## config.mk

```make
export PLATFORM = sky130hd
export DESIGN_NAME = button_conditioner
export DESIGN_NICKNAME = d
export VERILOG_FILES = /design/src/rtl/button_conditioner_pkg.sv /design/src/rtl/button_conditioner_debounce_channel.sv /design/src/rtl/button_conditioner.sv
export SDC_FILE = /design/constraint.sdc
export NUM_CORES = 1
export LEC_CHECK = 0
export CAP_MARGIN = 40
export CORE_ASPECT_RATIO = 2
export CORE_UTILIZATION = 40
export CTS_CLUSTER_DIAMETER = 80
export DETAILED_ROUTE_END_ITERATION = 16
export GPL_TIMING_DRIVEN = 0
export RECOVER_POWER = 50
export SETUP_SLACK_MARGIN = 0.5
export SLEW_MARGIN = 20
export SYNTH_ARGS = -nofsm -noshare
export SYNTH_HDL_FRONTEND = slang
export SYNTH_SLANG_ARGS = --single-unit
```

## constraint.sdc

```tcl
create_clock -name clk -period 1.7 [get_ports clk]
set_clock_uncertainty 0.1 [all_clocks]
set_input_delay 0.425 -clock clk [delete_from_list [all_inputs] [get_ports clk]]
set_output_delay 0.425 -clock clk [all_outputs]
set_load 0.02 [all_outputs]
```

## src/rtl/button_conditioner_pkg.sv

```systemverilog
// Shared constants for the push-button front end: default debounce length,
// channel count and the channel index assignment (bit0 -> A, bit1 -> B).
package button_conditioner_pkg;

  localparam int DEFAULT_DEBOUNCE_CYCLES = 1000;
  localparam int NUM_CH                  = 2;
  localparam int CH_A                    = 0;
  localparam int CH_B                    = 1;

endpackage

```

## src/rtl/button_conditioner_debounce_channel.sv

```systemverilog
// One button channel: 2-FF synchroniser, stability counter, debounced level
// and a one-cycle press pulse on each accepted 0->1 transition.
//
// The counter only runs while the synchronised input disagrees with the
// accepted level. Any agreement (a glitch back to the old level) restarts it.
// On reaching DEBOUNCE_CYCLES-1 the new level is accepted and the counter is
// cleared, so it never wraps. Total latency from a steady raw edge to the level
// change is DEBOUNCE_CYCLES+2 clocks.
module debounce_channel #(
  parameter int DEBOUNCE_CYCLES = 1000
) (
  input  logic clk,
  input  logic rst,
  input  logic raw,
  output logic level,
  output logic press
);

  localparam int CNT_W = $clog2(DEBOUNCE_CYCLES + 1);
  localparam logic [CNT_W-1:0] CNT_LAST = CNT_W'(DEBOUNCE_CYCLES - 1);

  logic             sync_meta;
  logic             sync_q;
  logic [CNT_W-1:0] cnt;

  // Synchronise, count stable cycles, accept the new level and pulse on rising acceptance
  always_ff @(posedge clk) begin
    if (rst) begin
      sync_meta <= 1'b0;
      sync_q    <= 1'b0;
      cnt       <= '0;
      level     <= 1'b0;
      press     <= 1'b0;
    end else begin
      sync_meta <= raw;
      sync_q    <= sync_meta;
      press     <= 1'b0;
      if (sync_q == level) begin
        cnt <= '0;
      end else if (cnt == CNT_LAST) begin
        level <= sync_q;
        press <= sync_q;
        cnt   <= '0;
      end else begin
        cnt <= cnt + 1'b1;
      end
    end
  end

endmodule

```

## src/rtl/button_conditioner.sv

```systemverilog
// Two-channel push-button front end producing the A/B operands for the
// basic-gates stage. Each debounced press flips a toggle register; clr_toggle
// clears both toggles and wins over a simultaneous press.
module button_conditioner
  import button_conditioner_pkg::*;
#(
  parameter int DEBOUNCE_CYCLES = DEFAULT_DEBOUNCE_CYCLES
) (
  input  logic              clk,
  input  logic              rst,
  input  logic [NUM_CH-1:0] btn_raw,
  input  logic              clr_toggle,
  output logic [NUM_CH-1:0] btn_level,
  output logic [NUM_CH-1:0] btn_press,
  output logic              op_a,
  output logic              op_b
);

  logic [NUM_CH-1:0] toggle_q;

  debounce_channel #(
    .DEBOUNCE_CYCLES(DEBOUNCE_CYCLES)
  ) u_deb_a (
    .clk  (clk),
    .rst  (rst),
    .raw  (btn_raw[CH_A]),
    .level(btn_level[CH_A]),
    .press(btn_press[CH_A])
  );

  debounce_channel #(
    .DEBOUNCE_CYCLES(DEBOUNCE_CYCLES)
  ) u_deb_b (
    .clk  (clk),
    .rst  (rst),
    .raw  (btn_raw[CH_B]),
    .level(btn_level[CH_B]),
    .press(btn_press[CH_B])
  );

  // Toggle registers: independent per channel, clear has priority over press
  always_ff @(posedge clk) begin
    if (rst) begin
      toggle_q <= '0;
    end else if (clr_toggle) begin
      toggle_q <= '0;
    end else begin
      toggle_q <= toggle_q ^ btn_press;
    end
  end

  assign op_a = toggle_q[CH_A];
  assign op_b = toggle_q[CH_B];

endmodule

```

Yosys cells after proc, flatten, opt, wreduce, memory -nomap -nowiden
Cells that the tools add are included.
{"block": "totals", "register_bits": 30, "in_bits": 5, "output_inout_bits": 6, "elab_cells": 29}
{"block": "op_classes", "add_sub_neg": 2, "eq_ne": 4, "bitwise": 5, "n_reduce_logical": 7}
{"op": "adder 10 x 1 -> 10 bit (second input constant)", "n": 2}
{"op": "equality test 10 bit (second input constant)", "n": 2}
{"op": "OR reduction 3 bit", "n": 4}
{"op": "NOT 1 bit", "n": 4}
{"op": "AND reduction 2 bit", "n": 2}
{"op": "equality test 1 bit", "n": 2}
{"op": "OR reduction 2 bit", "n": 1}
{"op": "bitwise XOR 2 bit", "n": 1}

Depth between registers and ports, before layout
Gate-level depths: netlist of run 1.
{"block": "logic_depth", "word_depth": 3, "depth_mapped": 5, "depth_no_buf": 5}

Modules after synthesis
From an unflattened synthesis of run 1, not the netlist that was laid out.
{"block": "hier_totals", "hier_cells": 129, "hier_area_um2": 1278.7}
{"module": "debounce_channel at u_deb_b", "instances": 1, "cells_each": 62, "area_per_inst_um2": 624.3, "seq_area_each_um2": 280.3}
{"module": "debounce_channel at u_deb_a", "instances": 1, "cells_each": 61, "area_per_inst_um2": 586.8, "seq_area_each_um2": 280.3}
{"module": "button_conditioner", "instances": 1, "cells_each": 6, "area_per_inst_um2": 67.6, "seq_area_each_um2": 40.0}

Least setup slack after synthesis of run 1
No wires, ideal clock.
{"block": "synth_path", "kind": "flip-flop to flip-flop", "start": "register u_deb_a.cnt[0]", "end": "register u_deb_a.cnt[7]", "setup_time_ns": 0.119, "t_arrival_ns": 1.158, "required_ns": 1.481, "setup_slack_ns": 0.323, "stages_incl_launch_ff": 5, "n_path_buf": 0, "path_cell_list": "dfxtp_1 ha_1 and4bb_4 a31oi_1 o221a_2"}
{"block": "synth_via", "elab_chain_len": 2, "elab_cells_between_ends": 3, "cone_classes": "add/sub (1); eq/ne (1); reduce/logical (1)"}
{"item": "from (decl)", "line": "button_conditioner_debounce_channel.sv:24", "source": "logic [CNT_W-1:0] cnt;"}
{"item": "from (signal assigned)", "line": "button_conditioner_debounce_channel.sv:45", "source": "cnt <= cnt + 1'b1;"}
{"item": "parallel branches: the longest is 2 deep, another holds adder 10 x 1 -> 10 bit"}
Several ways; the timed one is not identified.
A chain may end at the register's enable or synchronous reset.

Worst setup path in the final report of run 1
{"block": "layout_path", "start": "register u_deb_b.cnt[0]", "end": "register u_deb_b.cnt[7]"}
{"block": "layout_via", "elab_chain_len": 2, "elab_cells_between_ends": 3, "cone_classes": "add/sub (1); eq/ne (1); reduce/logical (1)"}
{"item": "from (decl)", "line": "button_conditioner_debounce_channel.sv:24"}
{"item": "from (signal assigned)", "line": "button_conditioner_debounce_channel.sv:45"}
{"item": "parallel branches: the longest is 2 deep, another holds adder 10 x 1 -> 10 bit"}
Several ways; the timed one is not identified.

==> results of run 1 <==
path summary, 6_finish.rpt:
kind                    end              start  slack, ps  depth (start not counted)
min          u_deb_b.sync_q  u_deb_b.sync_meta        340                          1
max reg2reg  u_deb_b.cnt[7]     u_deb_b.cnt[0]        240                          5
min reg2reg  u_deb_b.sync_q  u_deb_b.sync_meta        340                          1
max          u_deb_b.cnt[7]     u_deb_b.cnt[0]        240                          5
timing repair:
item	in CTS	in global routing
hold buffers	0	0
buffers inserted	11	5
resized for setup	68	13
pin swaps	11	11
setup endpoints to repair	32	28
logic make-up after synthesis:
| group | share of synthesized area (%) |
|---|---|
| mux | 1.54 |
| fa+ha+maj | 1.93 |
| buf+inv | 2.89 |
| xor+xnor | 9.44 |
| flops | 46.2 |
| compound gates | 6.74 |
| simple gates | 31.2 |
cells in the final DEF, fill, tap and decap left out, types with 4 or more instances in the layout:
cell type,synthesis,final
dfxtp_1,30,19
nand2_1,8,6
nor2_1,17,12
nor2b_1,4,4
nand3_4,1,4
xor2_1,6,5
clkbuf_8,0,6
xnor2_1,8,7
nor2_2,1,4
and3_1,7,5
buf_4,4,14
buf_6,0,12
dfxtp_2,0,11
state kept, by name (all words and copies together), names as in the netlist:
signal             flops
u_deb_a.cnt           10
u_deb_b.cnt           10
toggle_q               2
u_deb_a.level          1
u_deb_a.press          1
u_deb_a.sync_meta      1
u_deb_a.sync_q         1
u_deb_b.level          1
u_deb_b.press          1
u_deb_b.sync_meta      1
u_deb_b.sync_q         1
layout make-up:
type / instances / area [sq um]
buffer: 5 / 48.8
clock buffer: 6 / 82.6
clock inverter: 2 / 12.5
fill: 267 / 1200
inverter: 1 / 3.75
multi-input combinational: 94 / 776
sequential: 30 / 614
tap: 30 / 37.5
timing repair buffer: 26 / 234
where the power goes:
group	leakage (nW)	internal, mW	switching (mW)
Sequential	0.248	0.709	0.00364
Clock	0.0472	0.325	0.269
Combinational	0.379	0.0176	0.0148
metal layers:
layer  vias up  global-route usage [%]
met2        20                    32.5
met5         -                       0
met3        10                    3.91
met4         0                    12.8
li1        515                       -
met1       473                    12.5
per-stage QoR:
| stage | setup TNS [ps] | hold WS [ps] | total power, mW | setup slack (ps) | area [sq um] |
|---|---|---|---|---|---|
| 2_1_floorplan | 0 | 314 | 0.743 | 387 | 1330 |
| 3_3_place_gp | 0 | 322 | 0.757 | 17.2 | 1470 |
| 3_5_place_dp | -88.1 | 326 | 0.758 | -24.0 | 1470 |
| 4_1_cts | 0 | 342 | 1.36 | 334 | 1760 |
| 5_1_grt | 0 | 374 | 1.39 | 145 | 1810 |
| 6_report | 0 | 340 | 1.34 | 239 | 1810 |
==> qor.txt, run 1 <==
Outcome - complete, no violations
Remaining Overflow, GRT - 0
Worst slew margin - 66.5%
Mapped cell area - 1300 sq um
Antenna violations before repair - 0
RSZ-0062 raised after global routing - yes
VDD IR-drop max - 0.656 mV
Synth-to-layout area growth - 39.3%
Cts bufs inserted - 5
Longest Clk Path Bufs - 2
Maximum fanout along the worst path - 3
Ant. Diodes - 0
Largest net degree at the start of global routing - 11
Post-DP HPWL - 1.82 mm
Ys flop type - dfxtp_1
Met2 wire length - 1.51 mm
Seq/Total Area, Yosys - 46.2%
Static Leak - 0.674 nW
Final hold vios - 0
Final Max Slew Viols - 0
Drt first pass iters - 4
CP bufs+invs - 0
Yosys top cell by area - dfxtp_1
FMAX - 685 MHz
Vias per std cell - 5.25
Syn Area/Cell - 9.99 sq um
Slowest stage delay, CP - 390 ps
# IOs - 11
Drt wl/cell - 13.2 um
GP Congestion - 0.783
Clock slew at reported path FFs - 70 ps
Die width - 42.3 um
Critical path cell sequence - ha_1 > nand3_4 > nor3_4 > a31oi_1 > o221a_1
Drt total wl - 2.56 mm
Wl on met1 - 865 um
# nets final - 170
Hold crit path type - flop to flop
Yosys cell types - 37
Final core occ - 60.0%
Post-synthesis net count - 137
Sink Count - 30
Via count - 1018
Max-capacitance violation count - 0
Top sig layer - met4
Initial core utilization - 43.1%
Initial DRC Count - 15
Tcrit/Tclk final - 85.9%
Die H - 82.6 um
WP data arrival - 1540 ps
Startpoint types - flop
Num rows - 28
Final setup fails - 0
Synth top area share - 46.2%
PD cells - 740 nW/um^2
Fin crit period - 1460 ps
Synth warnings - 0
Most frequent cell after synthesis - dfxtp_1
# port buffers - 10
First-pass GRT wire length - 4.11 mm
Synth Instances - 130
Core Area - 3010 sq um
Clock Latency Late Sink - 280 ps
Critical Path RT - 1780 ps
Crit-path leading delay family - flip-flops
CTS tree - built
Root Buffer Master - clkbuf_8
DRT antenna net count - 0
DRC - 0
Ys async rst share - 0%
Die ar. - 3490 sq um
Placed cells - 170
WL met3 - 66 um
H-tree depth - 2
Slowest cell on crit path - dfxtp_1
Worst Path Class, Setup - flop to flop
Layout Cells excl Fill - 194
Post-synth EDFFs - 0
Worst-Margin Slew - 502 ps
Commonest cells in the netlist - 30 x dfxtp_1, 17 x nor2_1, 8 x nand2_1, 8 x xnor2_1, 7 x and3_1
Share of layout cells above drive strength 1 - 45.1%
CP Capture Type - flop
Top cells by area, synth - dfxtp_1 46%, xnor2_1 5.4%, nor2_1 4.9%
GRT Total Usage - 16.3%
Vias in the first global route - 1012
Post-synthesis register bit count - 30
Power figures use the tool's default switching activity.
==> run 2, diff against run 1 <==
--- a/config.mk
+++ b/config.mk
@@ -11,7 +11,6 @@
 export CTS_CLUSTER_DIAMETER = 80
 export DETAILED_ROUTE_END_ITERATION = 16
 export GPL_TIMING_DRIVEN = 0
-export RECOVER_POWER = 50
 export SETUP_SLACK_MARGIN = 0.5
 export SLEW_MARGIN = 20
 export SYNTH_ARGS = -nofsm -noshare
==> run 2 against run 1 <==
  * Non-clock buffer count stayed put
  * Via count hardly changed
  * Wire length is 0.74% lower
  * Die area stayed put
  * Hold slack hardly changed
  * Final cell count stayed put
  * Sequential cell count stayed put
  * Cell area is 2.3% higher
==> qor.txt, run 2 (synthesis results as in run 1) <==
Final setup fails - 0
Pre-CTS worst setup slack - -24.0 ps
Outcome - complete, no violations
# port buffers - 10
Vias per std cell - 5.25
Sink Count - 30
Worst Path Class, Setup - flop to primary output
Die H - 82.6 um
GRT Total Usage - 16.3%
Initial core utilization - 43.1%
Reg2reg setup slack - 380 ps
Vias in the first global route - 1012
Layout Cells excl Fill - 194
CP bufs+invs - 2
Maximum fanout along the worst path - 2
Drt total wl - 2.54 mm
Commonest non-fill, non-tap cells in the layout - 15 x buf_4, 15 x dfxtp_1, 14 x dfxtp_2, 12 x nor2_1, 12 x buf_6
Final core occ - 61.4%
Die ar. - 3490 sq um
RR Endpoint - u_deb_b.cnt[7]
FMAX - 733 MHz
Critical path cell sequence - buf_6 > buf_6
Setup WS post-layout - 335 ps
WP data arrival - 840 ps
Drt first pass iters - 4
Placed Area - 1470 sq um
Ant. Diodes - 0
Worst R2R Start - u_deb_b.cnt[0]
Max-capacitance violation count - 0
Die width - 42.3 um
Static Leak - 0.673 nW
Clock Latency Late Sink - 280 ps
CP Capture Type - primary output
DRC - 0
Largest net degree at the start of global routing - 11
Synth-to-layout area growth - 42.5%
Startpoint types - flop
First-pass GRT wire length - 4.11 mm
Via count - 1019
CP startpoint - u_deb_b.level
GP Congestion - 0.783
Antenna violations before repair - 0
Clock slew at reported path FFs - 70 ps
Tcrit/Tclk final - 80.3%
Worst slew margin - 85.3%
RSZ-0062 raised after global routing - yes
Core Area - 3010 sq um
# IOs - 11
Initial DRC Count - 19
Worst Reg-to-Reg Cells - 5
Placed cells - 170
Final Max Slew Viols - 0
H-tree depth - 2
Num rows - 28
VDD IR-drop max - 0.655 mV
Critical Path RT - 1170 ps
Drt wl/cell - 13.1 um
Slowest cell on crit path - dfxtp_2
Slowest stage delay, CP - 330 ps
# nets final - 170
Crit-path leading delay family - flip-flops
Most common cell on crit path - buf_6
PD cells - 724 nW/um^2
Longest Clk Path Bufs - 2
Root Buffer Master - clkbuf_8
Remaining Overflow, GRT - 0
Cts bufs inserted - 5
Crit path capture - btn_level[1]
Share of layout cells above drive strength 1 - 50.0%
Critical path depth - 2
Post-DP HPWL - 1.82 mm
Hold Startpoint - u_deb_b.sync_meta
Cell area after layout - 1850 sq um
Hold crit path type - flop to flop
DRT antenna net count - 0
Fin crit period - 1360 ps
Cts hold-fix bufs - 0
Top flop regs - u_deb_a.cnt: 10 flops, u_deb_b.cnt: 10 flops, toggle_q: 2 flops
Final hold vios - 0
Worst-Margin Slew - 219 ps
CTS tree - built
-- run 2: cell types whose count changed in the layout (fill, tap and decap cells not counted), sizes merged --
cell,previous run,this run
buf,26,27
clkbuf,7,6
-- run 2: layer usage --
layer  share of wire, %  track usage [%]  up-vias  routed length [um]
met4                4.5             12.8        0                 115
met3                2.4             3.91       10                  62
li1                   -                -      513                   -
met5                  0                0        -                   0
met1                 33             12.5      480                 845
met2                 60             32.5       16                1520
-- run 2: worst min path at each step --
stage | slack, ps | cells after the start | to
2_1_floorplan | 310 | 1 | u_deb_a.sync_q
3_3_place_gp | 320 | 1 | u_deb_b.sync_q
3_5_place_dp | 330 | 1 | u_deb_b.sync_q
4_1_cts | 340 | 1 | u_deb_b.sync_q
5_1_grt | 360 | 1 | u_deb_b.cnt[0]
6_report | 340 | 1 | u_deb_b.sync_q
-- run 2: layout make-up --
cell class	count	area [sq um]
Buffer	5	52.6
Multi-Input combinational cell	94	806
Inverter	1	3.75
Timing Repair Buffer	26	234
Clock buffer	6	82.6
Sequential cell	30	622
Fill cell	263	1160
Clock inverter	2	12.5
Tap cell	30	37.5
-- run 2: timing repair --
item                                    4_1_cts  5_1_grt
endpoints found under the setup margin       32       28
pin swaps                                    11       11
setup buffers                                11        5
gates resized for setup                      68       13
endpoints found under the hold margin         0        0
-- run 2: metrics by stage --
step	setup TNS (ps)	power [mW]	hold WS, ps
final	0	1.34	340
after global routing	0	1.39	362
after CTS	0	1.36	342
after detailed placement	-88.1	0.758	326
after global placement	0	0.757	322
after floorplan	0	0.743	314
-- run 2: worst reg2reg max path, delay by kind of cell, from the launching register on --
family                   cells  cell delay, ps
adder cells (fa/ha/maj)      1             160
flip-flops                   1             370
AO/OA/AOI/OAI                2             350
AND/OR/NAND/NOR              2             240
-- run 2: power breakdown --
part	internal, mW	leakage [nW]	switching, mW	total (mW)
sequential	0.708	0.251	0.00422	0.712
combinational	0.0191	0.375	0.0149	0.0340
clock	0.325	0.0472	0.270	0.594
total	1.05	0.673	0.289	1.34
==> run 3, diff against run 2 <==
==> constraint.sdc (replaced) <==
create_clock -name clk -period 1.27 [get_ports clk]
set_clock_uncertainty 0.1 [all_clocks]
set_input_delay 0.3175 -clock clk [delete_from_list [all_inputs] [get_ports clk]]
set_output_delay 0.3175 -clock clk [all_outputs]
set_load 0.02 [all_outputs]
==> run 3 against run 2 <==
  * The flow now finishes with violations (setup timing)
  * Combinational power is 60% higher
  * Die area stayed put
  * Power is 28% higher
  * Global-route usage is 1.1 points higher
  * Sequential share of layout area is 1.1 points lower
  * Worst setup slack worse by 370 ps
  * Critical endpoint is now u_deb_a.cnt[7]
  * Largest power group unchanged
  * Highest routed layer unchanged
==> qor.txt, run 3 (synthesis results as in run 1) <==
Outcome - finished, violations left
Failing checks - setup timing
Vias per std cell - 5.36
Drt total wl - 2.82 mm
Ant. Diodes - 0
Critical Path RT - 1340 ps
Post-DP HPWL - 1.86 mm
CP bufs+invs - 0
RR Endpoint - u_deb_a.cnt[7]
Worst Path Class, Setup - flop to flop
# port buffers - 10
Drt first pass iters - 4
Cell area after layout - 1960 sq um
Core Area - 3010 sq um
Initial DRC Count - 20
Die width - 42.3 um
Antenna violations before repair - 0
Final Max Slew Viols - 0
Clock Latency Late Sink - 280 ps
Cts hold-fix bufs - 0
GRT Total Usage - 17.4%
Final hold vios - 0
Commonest non-fill, non-tap cells in the layout - 19 x buf_6, 15 x dfxtp_1, 13 x nor2_1, 12 x buf_4, 8 x dfxtp_2
Final setup fails - 10
Tcrit/Tclk final - 103%
WP data arrival - 1380 ps
Vias in the first global route - 1063
H-tree depth - 2
RSZ-0062 raised after global routing - yes
Reg2reg setup slack - -40 ps
Synth-to-layout area growth - 50.7%
Critical path cell sequence - ha_4 > and4bb_4 > a31oi_1 > o221a_2
Worst-Margin Slew - 241 ps
Slowest cell on crit path - dfxtp_2
Fin crit period - 1310 ps
PD cells - 874 nW/um^2
Cts bufs inserted - 5
Longest Clk Path Bufs - 2
Worst R2R Start - u_deb_a.cnt[1]
Num rows - 28
DRT antenna net count - 0
VDD IR-drop max - 0.898 mV
Root Buffer Master - clkbuf_8
Static Leak - 0.711 nW
CTS tree - built
Remaining Overflow, GRT - 0
GP Congestion - 0.790
Area occupied by multi-input gates - 853 sq um
Die H - 82.6 um
CP startpoint - u_deb_a.cnt[1]
Share of layout cells above drive strength 1 - 53.8%
Max-capacitance violation count - 0
Crit-path leading delay family - flip-flops
Reg area - 637 sq um
Worst slew margin - 83.9%
# nets final - 175
# IOs - 11
Sink Count - 30
# fillers - 236
Crit path capture - u_deb_a.cnt[7]
Die ar. - 3490 sq um
Slowest stage delay, CP - 350 ps
Drt wl/cell - 14.2 um
Via count - 1067
Setup WS post-layout - -38.1 ps
CP Capture Type - flop
Startpoint types - flop
Commonest non-fill, non-tap cell in the layout - buf_6
DRC - 0
Clock slew at reported path FFs - 60 ps
Hold crit path type - input pin to flop
Maximum fanout along the worst path - 4
Placed Area - 1510 sq um
Initial core utilization - 43.1%
Top flop regs - u_deb_a.cnt: 10 flops, u_deb_b.cnt: 10 flops, toggle_q: 2 flops
FMAX - 764 MHz
Largest net degree at the start of global routing - 11
Worst Reg-to-Reg Cells - 4
Critical path depth - 4
First-pass GRT wire length - 4.48 mm
Final core occ - 65.0%
[run 3: changes by cell type in the layout (fill, tap and decap cells not counted), moves of 3 or more]
cell | before | now
buf_4 | 15 | 12
xnor2_1 | 7 | 4
buf_6 | 12 | 19
clkinv_1 | 0 | 3
dfxtp_4 | 1 | 7
dfxtp_2 | 14 | 8
[run 3: final cells by class]
cell class              count  share of cell area, %
inverters                   1                  0.192
clock buffers               5                   3.52
clock inverters             3                  0.575
repair buffers             31                   14.8
well taps                  30                   1.92
flip-flops and latches     30                   32.5
plain buffers               5                   2.88
multi-input cells          94                   43.6
[run 3: routing by layer]
layer / vias to the layer above / share of wire, % / global-route usage [%]
met5: - / 0 / 0
met4: 0 / 2.7 / 11.3
met3: 11 / 2.7 / 5.00
met2: 17 / 61 / 34.0
met1: 518 / 34 / 14.6
li1: 521 / - / -
[run 3: power breakdown]
group | internal [mW] | switching, mW | total [mW]
Clock | 0.365 | 0.351 | 0.716
Sequential | 0.934 | 0.00555 | 0.940
Combinational | 0.0299 | 0.0243 | 0.0543
Total | 1.33 | 0.381 | 1.71
[run 3: worst min-delay path by stage]
stage,slack (ps),endpoint,start,depth (start not counted)
global placement,330,u_deb_a.sync_q,u_deb_a.sync_meta,1
CTS,300,u_deb_b.sync_meta,btn_raw[1],2
finish,170,u_deb_a.sync_meta,btn_raw[0],2
detailed placement,320,u_deb_a.sync_q,u_deb_a.sync_meta,1
global route,180,u_deb_a.sync_meta,btn_raw[0],2
floorplan,280,toggle_q[0],clr_toggle,1
[run 3: what timing repair did]
item / in CTS / in global routing
gates cloned: 0 / 0
setup endpoints to repair: 36 / 36
endpoints found under the hold margin: 0 / 0
gates resized for setup: 72 / 16
buffers inserted: 14 / 7
pin swaps: 17 / 7
[run 3: per-stage QoR]
stage | instances | hold WS [ps] | worst slack (ps) | TNS [ps] | power (mW)
floorplan | 130 | 284 | -42.2 | -64.2 | 0.993
global placement | 170 | 325 | -248 | -4850 | 1.01
detailed placement | 170 | 324 | -260 | -5100 | 1.01
CTS | 192 | 304 | -47.1 | -197 | 1.72
global route | 199 | 175 | -119 | -984 | 1.77
finish | 199 | 166 | -38.1 | -173 | 1.71
[run 3: worst reg2reg max path, cell delays in order (launching register included)]
cell      delay, ps
dfxtp_2         350
ha_4            140
and4bb_4        280
a31oi_1         100
o221a_2         230
